### config.mk
export PLATFORM = sky130hd
export DESIGN_NAME = reg_scoreboard
export DESIGN_NICKNAME = d
export VERILOG_FILES = /design/src/rtl/cpu_pkg.sv /design/src/rtl/sb_counter.sv /design/src/rtl/reg_scoreboard.sv
export SDC_FILE = /design/constraint.sdc
export NUM_CORES = 1
export LEC_CHECK = 0
export ABC_CLOCK_PERIOD_IN_PS = 6950
export CAP_MARGIN = 20
export CORE_MARGIN = 1
export CORE_UTILIZATION = 60
export CTS_BUF_LIST = sky130_fd_sc_hd__clkbuf_4 sky130_fd_sc_hd__clkbuf_8
export DETAILED_ROUTE_END_ITERATION = 6
export PLACE_DENSITY = 0.82
export SLEW_MARGIN = 0
export SYNTH_ARGS = -nofsm -noshare
export SYNTH_HDL_FRONTEND = slang
export SYNTH_SLANG_ARGS = --single-unit
### constraint.sdc
create_clock -name clk -period 6.95 [get_ports clk]
set_clock_uncertainty 0.15 [all_clocks]
set_input_delay 1.0425 -clock clk [delete_from_list [all_inputs] [get_ports clk]]
set_output_delay 1.0425 -clock clk [all_outputs]
set_load 0.01 [all_outputs]
### src/rtl/cpu_pkg.sv
// Shared CPU decode definitions: register-file geometry and result latencies.
// Latency: n/a (constants and types only).
// Backpressure: n/a.
package cpu_pkg;

    localparam int REG_AW = 5;   // register address width
    localparam int NREG   = 32;  // architectural registers

    // Cycles from issue until a result lands in the register file.
    localparam int LAT_ALU  = 3;
    localparam int LAT_LOAD = 4;
    localparam int LAT_NONE = 0;

    typedef logic [REG_AW-1:0] reg_addr_t;

endpackage

### src/rtl/sb_counter.sv
// One register's in-flight countdown: load on issue, decrement to zero, clear on flush.
// Latency: load/clear take effect on the next clk edge; busy is registered alongside cnt.
// Backpressure: none; the owner decides when to load.
// Ports: clk/rst (async active-high), load + load_val (new in-flight result),
//        clear (flush), cnt (current countdown), busy (cnt != 0).
module sb_counter
    import cpu_pkg::*;
#(
    parameter int LAT_W = 3
) (
    input  logic             clk,
    input  logic             rst,
    input  logic             load,
    input  logic [LAT_W-1:0] load_val,
    input  logic             clear,
    output logic [LAT_W-1:0] cnt,
    output logic             busy
);

    logic [LAT_W-1:0] cnt_d, cnt_q;
    logic             busy_d, busy_q;

    // Clear beats load; a load overrides this cycle's decrement.
    always_comb begin
        cnt_d = cnt_q;
        if (clear) begin
            cnt_d = '0;
        end else if (load) begin
            cnt_d = load_val;
        end else if (cnt_q != '0) begin
            cnt_d = cnt_q - LAT_W'(1);
        end
        busy_d = (cnt_d != '0);
    end

    always_ff @(posedge clk or posedge rst) begin
        if (rst) begin
            cnt_q  <= '0;
            busy_q <= 1'b0;
        end else begin
            cnt_q  <= cnt_d;
            busy_q <= busy_d;
        end
    end

    assign cnt  = cnt_q;
    assign busy = busy_q;

endmodule

### src/rtl/reg_scoreboard.sv
// Decode-stage register scoreboard: RAW/WAW hazard detection and stall-cycle counter.
// Latency: stall/issue_ok are combinational (0 cycles); busy_mask/stall_cnt are registered.
// Backpressure: stall holds the issuing instruction until all sources are readable.
// Ports: clk, rst (async active-high); issue_valid, add_A/add_B/add_mem (sources, 0 = unused),
//        dst_addr/dst_lat (destination and result latency), flush; outputs stall, issue_ok,
//        busy_mask (bit r = register r has a result in flight), stall_cnt (saturating).
// Build option: define FORWARDING_EN to treat a value one cycle from writeback as readable.
module reg_scoreboard #(
    parameter int NREG  = cpu_pkg::NREG,
    parameter int LAT_W = 3,
    parameter int CNT_W = 32
) (
    input  logic                      clk,
    input  logic                      rst,
    input  logic                      issue_valid,
    input  logic [cpu_pkg::REG_AW-1:0] add_A,
    input  logic [cpu_pkg::REG_AW-1:0] add_B,
    input  logic [cpu_pkg::REG_AW-1:0] add_mem,
    input  logic [cpu_pkg::REG_AW-1:0] dst_addr,
    input  logic [LAT_W-1:0]          dst_lat,
    input  logic                      flush,
    output logic                      stall,
    output logic                      issue_ok,
    output logic [NREG-1:0]           busy_mask,
    output logic [CNT_W-1:0]          stall_cnt
);
    import cpu_pkg::*;

    // Countdown value at or below which a source may be read.
`ifdef FORWARDING_EN
    localparam logic [LAT_W-1:0] RDY = LAT_W'(1);
`else
    localparam logic [LAT_W-1:0] RDY = '0;
`endif

    logic [LAT_W-1:0] cnt [NREG];
    logic [LAT_W-1:0] cnt_a, cnt_b, cnt_m, cnt_dst;
    logic             busy_a, busy_b, busy_m, waw;
    logic             load_en;
    logic [CNT_W-1:0] stall_cnt_d, stall_cnt_q;

    // Register 0 is never a real producer or consumer.
    assign cnt[0]       = '0;
    assign busy_mask[0] = 1'b0;

    assign load_en = issue_ok && (dst_addr != '0) && (dst_lat != '0);

    genvar r;
    generate
        for (r = 1; r < NREG; r++) begin : g_reg
            sb_counter #(.LAT_W(LAT_W)) u_cnt (
                .clk      (clk),
                .rst      (rst),
                .load     (load_en && (dst_addr == reg_addr_t'(r))),
                .load_val (dst_lat),
                .clear    (flush),
                .cnt      (cnt[r]),
                .busy     (busy_mask[r])
            );
        end
    endgenerate

    always_comb begin
        cnt_a   = cnt[add_A];
        cnt_b   = cnt[add_B];
        cnt_m   = cnt[add_mem];
        cnt_dst = cnt[dst_addr];

        busy_a = (add_A   != '0) && (cnt_a > RDY);
        busy_b = (add_B   != '0) && (cnt_b > RDY);
        busy_m = (add_mem != '0) && (cnt_m > RDY);
        // A shorter new write must not land before an older, longer one.
        // When dst is also a source, the read check alone governs it.
        waw    = (dst_addr != '0) && (cnt_dst > dst_lat);

        stall    = issue_valid && (busy_a || busy_b || busy_m || waw);
        issue_ok = issue_valid && !stall && !flush;

        stall_cnt_d = stall_cnt_q;
        if (stall && !flush && (stall_cnt_q != '1)) begin
            stall_cnt_d = stall_cnt_q + CNT_W'(1);
        end
    end

    always_ff @(posedge clk or posedge rst) begin
        if (rst) begin
            stall_cnt_q <= '0;
        end else begin
            stall_cnt_q <= stall_cnt_d;
        end
    end

    assign stall_cnt = stall_cnt_q;

endmodule

==> results of run 1 <==
routing by layer:
metal  GRT usage  vias to the layer above
li1            -                     4664
met1       0.403                     4886
met2       0.517                      566
met3      0.0664                      139
met4       0.157                        0
met5           0                        -
worst reg2reg max path: stages, from the launching register on:
cell and delay [ps]:
dfrtp_1 460, mux4_2 480, mux4_2 510, mux2_2 280
ha_1 280, nor2b_1 140, o21a_1 160, o221ai_1 150
o311ai_0 170, nor4_1 240, and4_2 370, buf_4 640
nand3_1 410, mux2_2 370
path summary, 6_finish.rpt:
| path | start | to | slack (ps) | cells past startpoint |
|---|---|---|---|---|
| max in group asynchronous | rst | g_reg[11].u_cnt.cnt[0]$_DFF_PP0_ | 4350 | 3 |
| min in group asynchronous | rst | g_reg[27].u_cnt.cnt[2]$_DFF_PP0_ | 1000 | 2 |
| min reg2reg | stall_cnt[8]$_DFFE_PP0P_ | stall_cnt[8]$_DFFE_PP0P_ | 350 | 1 |
| max | dst_addr[0] | issue_ok | 450 | 13 |
| max reg2reg | g_reg[15].u_cnt.cnt[1]$_DFF_PP0_ | g_reg[19].u_cnt.cnt[0]$_DFF_PP0_ | 2030 | 13 |
| min | stall_cnt[8]$_DFFE_PP0P_ | stall_cnt[8]$_DFFE_PP0P_ | 350 | 1 |
logic make-up (layout without fill, tap and decap cells):
| kind of cell | after synthesis | after routing | synth area share |
|---|---|---|---|
| adder cells (fa/ha/maj) | 66 | 66 | 0.0693 |
| XOR/XNOR | 62 | 62 | 0.0456 |
| multiplexers | 165 | 165 | 0.186 |
| AND/OR/NAND/NOR | 492 | 492 | 0.206 |
| other | 1 | 1 | 0.000315 |
| buffers and inverters | 177 | 215 | 0.0684 |
| flip-flops | 156 | 156 | 0.328 |
| AO/OA/AOI/OAI | 187 | 187 | 0.0962 |
registers in the layout, summed over array words and instances (netlist names):
name / cells
g.u_cnt.cnt: 93
g.u_cnt.busy: 31
stall_cnt: 32
layout make-up:
type | count | share of cell area
multi-input combinational | 973 | 0.546
sequential | 156 | 0.295
timing repair buffer | 102 | 0.0756
tap | 265 | 0.0251
inverter | 81 | 0.0234
clock buffer | 17 | 0.0177
clock inverter | 15 | 0.0163
power breakdown:
| group | internal (mW) | switching (mW) |
|---|---|---|
| combinational | 1.49 | 1.53 |
| sequential | 1.23 | 0.462 |
| clock | 0.346 | 0.419 |
cells in the mapped netlist, drive strengths merged (4+ instances only):
cell type / count
nand4: 7
nor3b: 4
a31oi: 33
xor2: 30
inv: 80
nand2: 37
or3: 7
dfrtp: 156
mux2: 96
ha: 66
clkbuf: 47
o21ai: 15
xnor2: 32
nand2b: 35
nand3: 52
nor4: 27
a2111oi: 6
nor3: 80
mux4: 36
mux2i: 33
buf: 49
a21oi: 86
and3: 11
a211oi: 17
nor2: 194
and2: 27
metrics by stage:
stage	worst slack, ps	power (mW)	utilization	hold WS [ps]	cells
6_report	446	5.48	0.679	348	1609
5_1_grt	238	5.90	0.679	373	1609
4_1_cts	466	5.44	0.679	347	1609
3_5_place_dp	502	4.64	0.656	326	1577
3_3_place_gp	560	4.52	0.656	323	1577
2_1_floorplan	893	3.99	-	365	1306
==> metrics.yaml, run 1 <==
leakagePower_nw: 5.75
post_dp_cell_area_um2: 12800
start_util: 0.612
min_period_ps: 6500
ir_worst_vdd_mv: 0.230
cts_root_buffer: "clkbuf_8"
area_growth_pct: 10.9
synth-edff-count: 0
grt_start_max_net_pins: 105
vias: 10255
async_flop_share: 1.00
grt_antenna_before_repair: 0
cp-start-kind: "input port"
synth.cell_area_um2: 11900
insertedDiodeCount: 0
wl_per_cell_um: 19.3
dieArea_um2: 20400
clk_latency_ps: 480
status: "finished clean"
rows: 51
worst_pin_slew_ps: 1090
setup_viol: 0
cts.sinks: 156
cp_slowest_stage_delay_ps: 640
ys.warnings.count: 0
postCtsSetupBuffers: 0
groute.usage.overall: 0.318
ys.flop_type: "dfrtp_1"
cts_tree: "done"
cts_buffers: 17
final_cell_area_um2: 13200
synth_seq_cells: 156
synth_top_area_frac: 0.328
ctsLongestPathBuffers: 2
hold_buffers: 0
syn_nets: 1399
drv_slew: 0
final_cell_mix: "nor2_1 (192), dfrtp_1 (156), clkdlybuf4s50_1 (89)"
synth_area_leader_cell: "dfrtp_1"
p_per_area_nw_per_um2: 415
nNetsFinal: 1424
synthCells: 1306
setup_tns_ps: 0
final_common_cell: "nor2_1"
via_per_inst: 6.37
period_share: 0.936
finalHoldViolations: 0
regArea_um2: 3900
die_y_um: 143
ant_nets: 0
dr.pass1.iters: 5
synth_area_leaders: "dfrtp_1 (33%), ha_1 (6.9%), mux2_2 (6.8%), mux4_2 (6.8%), nor2_1 (6.1%)"
pin_count: 93
multi_input_area_um2: 7220
grt_overflow: 0
slew_headroom: 0.269
met3WireLength_mm: 2.79
cpMaxStageDelayCell: "buf_2"
ys_types: 57
grt_pass1_vias: 9701
drive_gt1_frac: 0.136
clk_pin_slew_ps: 90
topRoutingLayerUsed: "met4"
drt_iter0_drc: 930
cpMostUsedCell: "mux4_2"
n_fill_cell: 1568
ctsResizeCount: 0
htree_levels: 4
dpl.hpwl_mm: 21.9
wl_met2_mm: 14.5
cp_top_family: "multiplexers"
rsz0062_at_grt: "no"
core_area_um2: 19500
worstPathArrival_ps: 5310
cp_cell_sequence: "buf_2, mux4_2, mux4_2, mux2_2, ha_1, nor2b_1, o21a_1, o221ai_1, o311ai_0, nor4_1, and4_2, and3_1, clkdlybuf4s50_1"
drc: 0
syn_avg_cell_area_um2: 9.12
worst-path-buf-inv: 2
grt_pass1_wl_mm: 50.1
wl_met1_mm: 12.4
drt_wl_total_mm: 31.1
seq_area_frac_synth: 0.328
hp-class: "reg2reg"
gp_congestion: 1.02
fmax_ghz: 0.154
required_ps: 5760
drv_cap: 0
portBuffers: 91
die_w_um: 143
cp-end-kind: "output port"
worstSetupPathType: "in2out"
path_max_fanout: 32
No activity file was read; power rests on OpenSTA's default activity.
==> inputs of run 2 (changes only) <==
--- a/config.mk
+++ b/config.mk
@@ -10,9 +10,11 @@
 export CORE_MARGIN = 1
 export CORE_UTILIZATION = 60
 export CTS_BUF_LIST = sky130_fd_sc_hd__clkbuf_4 sky130_fd_sc_hd__clkbuf_8
+export CTS_CLUSTER_SIZE = 25
 export DETAILED_ROUTE_END_ITERATION = 6
 export PLACE_DENSITY = 0.82
 export SLEW_MARGIN = 0
 export SYNTH_ARGS = -nofsm -noshare
 export SYNTH_HDL_FRONTEND = slang
+export SYNTH_HIERARCHICAL = 1
 export SYNTH_SLANG_ARGS = --single-unit
==> run 2 against run 1 <==
Net effect: largest cell class unchanged; die area decreased by 0.99%; sequential share of layout area decreased by 0.55 points; the run now ends with design-rule violations left; global-route usage increased by 0.86 points; utilization increased by 3.1 points.
==> metrics.yaml, run 2 <==
rsz0062_at_grt: "no"
regArea_um2: 3900
htree_levels: 4
ys_types: 61
final_common_cell: "inv_1"
drt_iter0_drc: 1195
drv_slew: 0
yosys-top-cells-count: "inv_1 (225), dfrtp_1 (156), nor3_1 (119)"
cp-end-kind: "output port"
vias: 10724
ant_nets: 0
worstSetupPathType: "in2out"
synth-edff-count: 0
grt_pass1_vias: 10264
dr.pass1.iters: 7
area_growth_pct: 14.2
insertedDiodeCount: 0
drive_gt1_frac: 0.0973
pin_count: 93
setup_viol: 0
dpl.hpwl_mm: 23.3
ctsResizeCount: 0
portBuffers: 91
worstPathArrival_ps: 5200
drt_wl_total_mm: 32.4
yosysMostFrequentCell: "inv_1"
period_share: 0.920
seq_area_frac_synth: 0.331
n_fill_cell: 1491
nNetsFinal: 1499
rrSetupSlack_ps: 1840
cp_slowest_stage_delay_ps: 550
start_util: 0.622
syn_nets: 1397
path_max_fanout: 34
final_cell_mix: "inv_1 (225), dfrtp_1 (156), nor3_1 (119)"
dieArea_um2: 20200
grt_antenna_before_repair: 1
cp_top_family: "buffers and inverters"
worstSetupEndpoint: "issue_ok"
ys.flop_type: "dfrtp_1"
largest_reg_flops: 93
core_area_um2: 19000
p_per_area_nw_per_um2: 372
drv_cap: 0
die_w_um: 142
setup_tns_ps: 0
cpMaxStageDelayCell: "clkdlybuf4s50_1"
synth_area_leader_cell: "dfrtp_1"
synth.cell_area_um2: 11800
cp_cell_sequence: "clkdlybuf4s50_1, buf_4, mux2_2, a22o_1, mux4_2, mux2_2, ha_1, nor2b_1, o21a_1, o21ai_0, nand4_1, nor2_1, nand4b_2, buf_4, nor2_1, clkdlybuf4s50_1"
multi_input_area_um2: 6880
rows: 50
worst-path-buf-inv: 4
synth_area_leaders: "dfrtp_1 (33%), inv_1 (7.2%), ha_1 (7.0%), mux4_2 (5.3%), nor3_1 (5.0%)"
report.power.total_mw: 5.01
synth_top_area_frac: 0.331
postCtsSetupBuffers: 0
critical_path_cell_count: 16
async_flop_share: 1.00
groute.usage.overall: 0.327
cp-start-kind: "input port"
fmax_ghz: 0.156
required_ps: 5760
grt_overflow: 0
grt_pass1_wl_mm: 51.4
cts.sinks: 156
via_per_inst: 6.39
min_period_ps: 6390
gp_congestion: 0.962
worst_pin_slew_ps: 868
ctsLongestPathBuffers: 2
hold_path_startpoint: "stall_cnt[19]$_DFFE_PP0P_"
synth_seq_cells: 156
ff2ff_path_depth: 16
cts_buffers: 17
cts_root_buffer: "clkbuf_8"
slew_headroom: 0.416
finalHoldViolations: 0
die_y_um: 142
grt_start_max_net_pins: 36
clk_latency_ps: 480
violations: "design-rule violations"
clk_pin_slew_ps: 100
syn_avg_cell_area_um2: 9.05
leakagePower_nw: 5.95
ir_worst_vdd_mv: 0.217
ys.warnings.count: 6
wl_per_cell_um: 19.3
hold_buffers: 0
status: "complete, but fails checks"
synthCells: 1304
startpoint: "dst_addr[1]"
cts_tree: "done"
drc: 18
reg2reg_to: "g_reg[14].u_cnt/busy$_DFF_PP0_"
r2r-start: "g_reg[22].u_cnt/cnt[1]$_DFF_PP0_"
hp-class: "reg2reg"
==> run 2: logic make-up after synthesis <==
group           count (synthesis)  synth area share
simple gates                  551             0.290
buf+inv                       261            0.0860
compound gates                194             0.132
flops                         156             0.331
fa+ha+maj                      66            0.0700
mux                            45            0.0685
xor+xnor                       30            0.0223
other cells                     1          0.000318
==> run 2: through the flow <==
step	util	hold slack [ps]	worst slack (ps)	instances	area [µm²]
6_report	0.710	352	557	1679	13500
5_1_grt	0.710	369	371	1679	13500
4_1_cts	0.710	355	613	1679	13500
3_5_place_dp	0.689	336	608	1647	13100
3_3_place_gp	0.689	327	681	1647	13100
2_1_floorplan	-	369	940	1304	11800
==> run 2: worst min-delay path by stage <==
stage	depth (start not counted)	to	slack, ps
2_1_floorplan	1	stall_cnt[27]$_DFFE_PP0P_	370
3_3_place_gp	1	stall_cnt[27]$_DFFE_PP0P_	330
3_5_place_dp	1	stall_cnt[29]$_DFFE_PP0P_	340
4_1_cts	1	stall_cnt[29]$_DFFE_PP0P_	350
5_1_grt	1	stall_cnt[29]$_DFFE_PP0P_	370
6_report	1	stall_cnt[19]$_DFFE_PP0P_	350
==> run 2: layout make-up <==
class / instances / share of cell area
repair buffers: 118 / 0.0816
well taps: 260 / 0.0242
flip-flops and latches: 156 / 0.290
clock buffers: 17 / 0.0174
clock inverters: 15 / 0.0132
multi-input cells: 887 / 0.511
inverters: 226 / 0.0630
==> run 2: report_power, final <==
part | internal, mW | switching [mW]
combinational | 1.26 | 1.30
clock | 0.333 | 0.401
sequential | 1.25 | 0.473
==> run 2: layer usage <==
metal,up-vias,wire length [µm],global-route usage
li1,4914,-,-
met1,5163,13400,0.419
met2,555,15100,0.529
met3,90,2860,0.0781
met4,2,921,0.137
met5,-,13,0
